**src/rtl/fan_pwm_ramp_ctrl.sv**
```systemverilog
// Fan PWM controller: a full-speed kick-start, then a ramp of one duty level at a time
// toward the synchronised switch setting. Duty changes only at PWM period boundaries.
module fan_pwm_ramp_ctrl #(
  parameter int unsigned StepCycles  = 133,
  parameter int unsigned RampPeriods = 16,
  parameter int unsigned KickPeriods = 12500
) (
  input  logic       clk_i,
  input  logic       rst_ni,
  input  logic [3:0] pwm_setting_i,
  output logic       fan_pwm_o,
  output logic [3:0] duty_o,
  output logic       busy_o
);

  localparam int unsigned Period = 15 * StepCycles;
  localparam int unsigned CntW   = $clog2(Period);
  localparam int unsigned ThrW   = $clog2(Period + 1);
  localparam int unsigned KickW  = $clog2(KickPeriods + 1);
  localparam int unsigned RampW  = $clog2(RampPeriods + 1);

  localparam logic [CntW-1:0]  CntMax   = CntW'(Period - 1);
  localparam logic [KickW-1:0] KickLast = KickW'(KickPeriods - 1);
  localparam logic [RampW-1:0] RampLast = RampW'(RampPeriods - 1);

  typedef enum logic [1:0] {StIdle, StKick, StRamp, StHold} state_e;

  state_e           r_state;
  logic [3:0]       r_sync1;
  logic [3:0]       r_target;
  logic [CntW-1:0]  r_cnt;
  logic [KickW-1:0] r_kick;
  logic [RampW-1:0] r_ramp;
  logic [3:0]       r_duty;
  logic             r_pwm;
  logic             r_busy;

  logic             w_bound;
  logic [ThrW-1:0]  w_thresh;
  logic [3:0]       w_step;

  assign w_bound  = (r_cnt == CntMax);
  assign w_thresh = ThrW'(r_duty) * ThrW'(StepCycles);
  // One level toward the target; only used when duty differs from target.
  assign w_step   = (r_target > r_duty) ? r_duty + 4'd1 : r_duty - 4'd1;

  assign fan_pwm_o = r_pwm;
  assign duty_o    = r_duty;
  assign busy_o    = r_busy;

  always_ff @(posedge clk_i or negedge rst_ni) begin
    if (!rst_ni) begin
      r_sync1  <= '0;
      r_target <= '0;
      r_cnt    <= '0;
      r_pwm    <= 1'b0;
    end else begin
      r_sync1  <= pwm_setting_i;
      r_target <= r_sync1;
      r_cnt    <= w_bound ? '0 : r_cnt + CntW'(1);
      r_pwm    <= (ThrW'(r_cnt) < w_thresh);
    end
  end

  always_ff @(posedge clk_i or negedge rst_ni) begin
    if (!rst_ni) begin
      r_state <= StIdle;
      r_duty  <= '0;
      r_kick  <= '0;
      r_ramp  <= '0;
      r_busy  <= 1'b0;
    end else if (w_bound) begin
      unique case (r_state)
        StIdle: begin
          if (r_target != 4'd0) begin
            r_state <= StKick;
            r_duty  <= 4'd15;
            r_kick  <= '0;
            r_busy  <= 1'b1;
          end
        end
        StKick: begin
          if (r_target == 4'd0) begin
            r_state <= StIdle;
            r_duty  <= '0;
            r_busy  <= 1'b0;
          end else if (r_kick == KickLast) begin
            if (r_target == 4'd15) begin
              r_state <= StHold;
              r_busy  <= 1'b0;
            end else begin
              // Leaving the kick counts as the first ramp step.
              r_state <= StRamp;
              r_duty  <= w_step;
              r_ramp  <= '0;
            end
          end else begin
            r_kick <= r_kick + KickW'(1);
          end
        end
        StRamp: begin
          if (r_target == 4'd0) begin
            r_state <= StIdle;
            r_duty  <= '0;
            r_busy  <= 1'b0;
          end else if (r_duty == r_target) begin
            r_state <= StHold;
            r_busy  <= 1'b0;
          end else if (r_ramp == RampLast) begin
            r_duty <= w_step;
            r_ramp <= '0;
            if (w_step == r_target) begin
              r_state <= StHold;
              r_busy  <= 1'b0;
            end
          end else begin
            r_ramp <= r_ramp + RampW'(1);
          end
        end
        StHold: begin
          if (r_target == 4'd0) begin
            r_state <= StIdle;
            r_duty  <= '0;
            r_busy  <= 1'b0;
          end else if (r_target != r_duty) begin
            r_state <= StRamp;
            r_duty  <= w_step;
            r_ramp  <= '0;
            r_busy  <= 1'b1;
          end
        end
        default: begin
          r_state <= StIdle;
          r_duty  <= '0;
          r_busy  <= 1'b0;
        end
      endcase
    end
  end

endmodule

```
**config.mk**
```make
export PLATFORM = sky130hd
export DESIGN_NAME = fan_pwm_ramp_ctrl
export DESIGN_NICKNAME = d
export VERILOG_FILES = /design/src/rtl/fan_pwm_ramp_ctrl.sv
export SDC_FILE = /design/constraint.sdc
export NUM_CORES = 1
export LEC_CHECK = 0
export CORE_MARGIN = 2
export CORE_UTILIZATION = 35
export DETAILED_ROUTE_END_ITERATION = 10
export PLACE_DENSITY = 0.63
export SETUP_SLACK_MARGIN = 0.15
export SLEW_MARGIN = 20
export SYNTH_ARGS = -nofsm -noshare
export SYNTH_HDL_FRONTEND = slang
export SYNTH_SLANG_ARGS = --single-unit
```
**constraint.sdc**
```tcl
create_clock -name clk_i -period 4.3 [get_ports clk_i]
set_input_delay 0.86 -clock clk_i [delete_from_list [all_inputs] [get_ports clk_i]]
set_output_delay 0.86 -clock clk_i [all_outputs]
set_load 0.1 [all_outputs]
```
==> results.tsv <==
stage	metric	value	unit
critical_path	type of the worst setup path	register to register	
critical_path	cell chain of the critical path	inv_1 -> ha_1 -> and4_1 -> a21oi_1 -> inv_1 -> ha_1 -> a21o_1 -> a21oi_1 -> xnor2_1 -> xnor3_1 -> or4_1 -> a221oi_1	
clocking	number of buffers on the longest clock path	2	
clocking	CTS clk-pin slew, worst paths	0.09	ns
sta	setup TNS	0	ns
die	placeable core region	7690	µm²
route	vias per cell	5.28	
critical_path	signal arrival time at the worst endpoint	3.77	ns
route	Via Count	2086	
clocking	post-CTS setup buffer count	0	
sta	worst path setup slack after routing	0.736	ns
sta	setup repair after global routing missed its margin	no	
route	post-route DRC violation count	0	
synthesis	library cell with the largest summed area after synthesis	sky130_fd_sc_hd__dfrtp_1	
outcome	outcome	completed	
place	Final HPWL DP	3.96	mm
clocking	Skew-Pair Late Insertion Delay	0.30	ns
final_layout	leading cell type in the layout, fill and taps excluded	sky130_fd_sc_hd__dfrtp_1	
final_layout	final layout net count	325	
power_and_ir_drop	leakage power	0.00136	µW
synthesis	Mean Syn Cell Area	9.92	µm²
synthesis	number of synthesis warnings	0	
final_layout	diode insertion count for antenna repair	0	
route	first drt pass iteration count	4	
place	RD Place Congestion	0.774	
synthesis	post-synthesis register bit count	46	
clocking	# H-tree levels	2	
critical_path	Critical-path top delay cell	sky130_fd_sc_hd__dfrtp_1	
sta	post-route minimum period	3.56	ns
critical_path	critical path capture point type	register	
synthesis	portion of netlist area occupied by mux cells	2.03	%
final_layout	commonest cells after routing, fill and taps aside	46 x sky130_fd_sc_hd__dfrtp_1, 27 x sky130_fd_sc_hd__nor2_1, 26 x sky130_fd_sc_hd__ha_1	
die	Die ar.	8640	µm²
global_route	vias in the first global route	2058	
final_layout	final-layout fill cell count	771	
synthesis	asr flop ratio synth	100	%
clocking	CTS root buffer	sky130_fd_sc_hd__clkbuf_8	
clocking	clock tree from TritonCTS	done	
clocking	number of gates resized after CTS	0	
run	number of maximum-capacitance violations	0	
place	Setup WS pre-CTS	0.734	ns
route	Final Routed Wirelength	5.41	mm
synthesis	simple-gate portion of the synthesized area	21.3	%
sta	Final period util	82.9	%
sta	final setup violation count	0	
hold_path	Hold/Removal Path Class	register to register	
synthesis	largest family of logic cells by synthesized area	simple AND/OR/NAND/NOR gates	
route	number of DRC violations after detailed-routing iteration 0	110	
synthesis	fraction of the mapped netlist area in adder cells	12.5	%
global_route	final global-route overflow total	0	
final_layout	Layout Area Growth over Synthesis	11.4	%
synthesis	Gate Count Post-Synth	279	
die	effective utilization at floorplan	36.0	%
final_layout	share of post-route cells with drive strength above 1	8.19	%
route	count of nets left with antenna violations after detail routing	0	
clocking	count of clock tree sinks	46	
final_layout	combined flip-flop and latch cell area	1150	µm²
global_route	wire length of the first global-routing pass	9.63	mm
synthesis	Synth Area in Compound Gates	12.4	%
critical_path	biggest fanout along the worst timing path	6	
synthesis	number of flops mapped to enable cells by yosys	0	
synthesis	number of unique standard cell types used by synthesis	52	
global_route	antenna violations before repair	0	
synthesis	Synth area leaders	sky130_fd_sc_hd__dfrtp_1 42%, sky130_fd_sc_hd__ha_1 12%, sky130_fd_sc_hd__xnor2_1 3.8%	
synthesis	number of nets in the synthesized netlist	312	
sta	number of pins exceeding their max-slew limit in the final report	0	
final_layout	multi-input combinational cell area	1540	µm²
sta	clk_skew	0.00867	ns
sta	number of hold violations in the final report	0	
power_and_ir_drop	power per cell area	245	nW/µm²
die	standard-cell row count	32	
critical_path	Top delay family on crit path	compound AO/OA/AOI/OAI gates	
synthesis	XOR/XNOR share of the synthesized area	7.46	%
sta	Fmax	281	MHz
synthesis	part of the Yosys area used for sequential elements	41.6	%
global_route	gr usage total	13.9	%
route	average detailed-routed wire length per instance	13.7	µm
critical_path	number of buffer and inverter stages on the critical path	2	
die	Die W	92.9	µm
place	count of port buffers added during placement	11	
power_and_ir_drop	VDD IR max	0.171	mV
synthesis	Main synth FF type	sky130_fd_sc_hd__dfrtp_1	
clocking	cts bufs inserted	5	
sta	tightest slew margin relative to the limit	34.3	%
clocking	number of hold buffers added after cts	0	
synthesis	area share of the leading cell type in the synthesized netlist	41.6	%
critical_path	startpoint class of the critical path	register	
critical_path	required time of the worst setup path	4.50	ns
die	die span in y	92.9	µm
die	num ports	12	
critical_path	slowest stage delay, CP	0.47	ns
global_route	maximum number of pins on one net before global-route repair	47	
synthesis	Cell Area, Synth	2770	µm²
sta	Slew @ Worst Pin	0.982	ns
metrics by stage:
stage | cell area (µm²) | cells | utilization (%) | total power, µW | hold slack, ns
after global placement | 2990 | 387 | 38.8 | 478 | 0.334
final | 3080 | 395 | 40.1 | 754 | 0.355
after detailed placement | 2990 | 387 | 38.8 | 480 | 0.339
after global routing | 3080 | 395 | 40.1 | 789 | 0.371
after CTS | 3080 | 395 | 40.1 | 767 | 0.362
after floorplan | 2770 | 279 | - | 463 | 0.331
Yosys cell counts (2+ instances only):
cell and instances:
sky130_fd_sc_hd__nor3_1 2, sky130_fd_sc_hd__or3_1 2, sky130_fd_sc_hd__clkbuf_1 6, sky130_fd_sc_hd__inv_1 14, sky130_fd_sc_hd__mux2_2 5, sky130_fd_sc_hd__xnor2_1 12
sky130_fd_sc_hd__nand3_1 12, sky130_fd_sc_hd__a22o_1 3, sky130_fd_sc_hd__o211ai_1 2, sky130_fd_sc_hd__o21a_1 2, sky130_fd_sc_hd__a21o_1 5, sky130_fd_sc_hd__a21oi_1 11
sky130_fd_sc_hd__nand2_1 25, sky130_fd_sc_hd__nor4b_1 2, sky130_fd_sc_hd__nor2b_1 2, sky130_fd_sc_hd__o21ai_0 9, sky130_fd_sc_hd__xor2_1 9, sky130_fd_sc_hd__ha_1 26
sky130_fd_sc_hd__nand2b_1 2, sky130_fd_sc_hd__and4_1 3, sky130_fd_sc_hd__dfrtp_1 46, sky130_fd_sc_hd__a211oi_1 3, sky130_fd_sc_hd__a31oi_1 2, sky130_fd_sc_hd__o22ai_1 4
sky130_fd_sc_hd__nand4_1 11, sky130_fd_sc_hd__or4_1 3, sky130_fd_sc_hd__nor2_1 27, sky130_fd_sc_hd__o31ai_1 5
cell type report:
type	count	area share (%)
Multi-Input combinational cell	213	50.0
Timing Repair Buffer	12	3.73
Inverter	14	1.70
Clock inverter	2	0.406
Clock buffer	6	2.68
Sequential cell	46	37.3
Tap cell	102	4.14
logic make-up (layout without fill, tap and decap cells):
| logic type | count (synthesis) | count (layout) |
|---|---|---|
| muxes | 5 | 5 |
| adders and majority gates | 27 | 27 |
| xor gates and xnor gates | 22 | 22 |
| DFF | 46 | 46 |
| AOI/OAI and AO/OA | 52 | 52 |
| and+or+nand+nor | 107 | 107 |
| buffers and inverters | 20 | 34 |
report_power, final:
part / internal, µW / switching, µW
Combinational: 12.8 / 18.0
Sequential: 436 / 3.59
Clock: 129 / 154
Total: 578 / 176
routing by layer:
| layer | vias to the layer above | track usage [%] | share of wire, % |
|---|---|---|---|
| met4 | 0 | 5.02 | 1.7 |
| met1 | 1015 | 18.6 | 49 |
| met5 | - | 0 | 0 |
| met3 | 7 | 2.36 | 2.7 |
| li1 | 1034 | - | - |
| met2 | 30 | 22.6 | 47 |
state kept, by name, indices dropped and copies added, names as in the netlist:
| register | count |
|---|---|
| r_sync1 | 4 |
| r_target | 4 |
| duty_o | 4 |
| r_cnt | 11 |
| r_state | 2 |
| r_ramp | 5 |
| r_kick | 14 |
| fan_pwm_o | 1 |
| busy_o | 1 |
path summary, 6_finish.rpt:
path	start	end	slack, ns	cells past startpoint
max in group asynchronous	rst_ni	r_kick[12]	3.36	1
hold / removal	r_sync1[3]	r_target[3]	0.36	0
min in group asynchronous	rst_ni	r_cnt[2]	0.55	1
setup reg to reg	duty_o[3]	r_state[0]	0.74	12
hold reg to reg	r_sync1[3]	r_target[3]	0.36	0
setup / recovery	duty_o[3]	r_state[0]	0.74	12
worst register-to-register path, delay by kind of cell, from the launching register on:
family                   cells  cell delay, ns
AO/OA/AOI/OAI                4            1.00
XOR/XNOR                     2            0.45
adder cells (fa/ha/maj)      2            0.65
buffers and inverters        2            0.22
flip-flops                   1            0.47
AND/OR/NAND/NOR              2            0.67
Note: power is estimated with default switching activity, not from simulation.
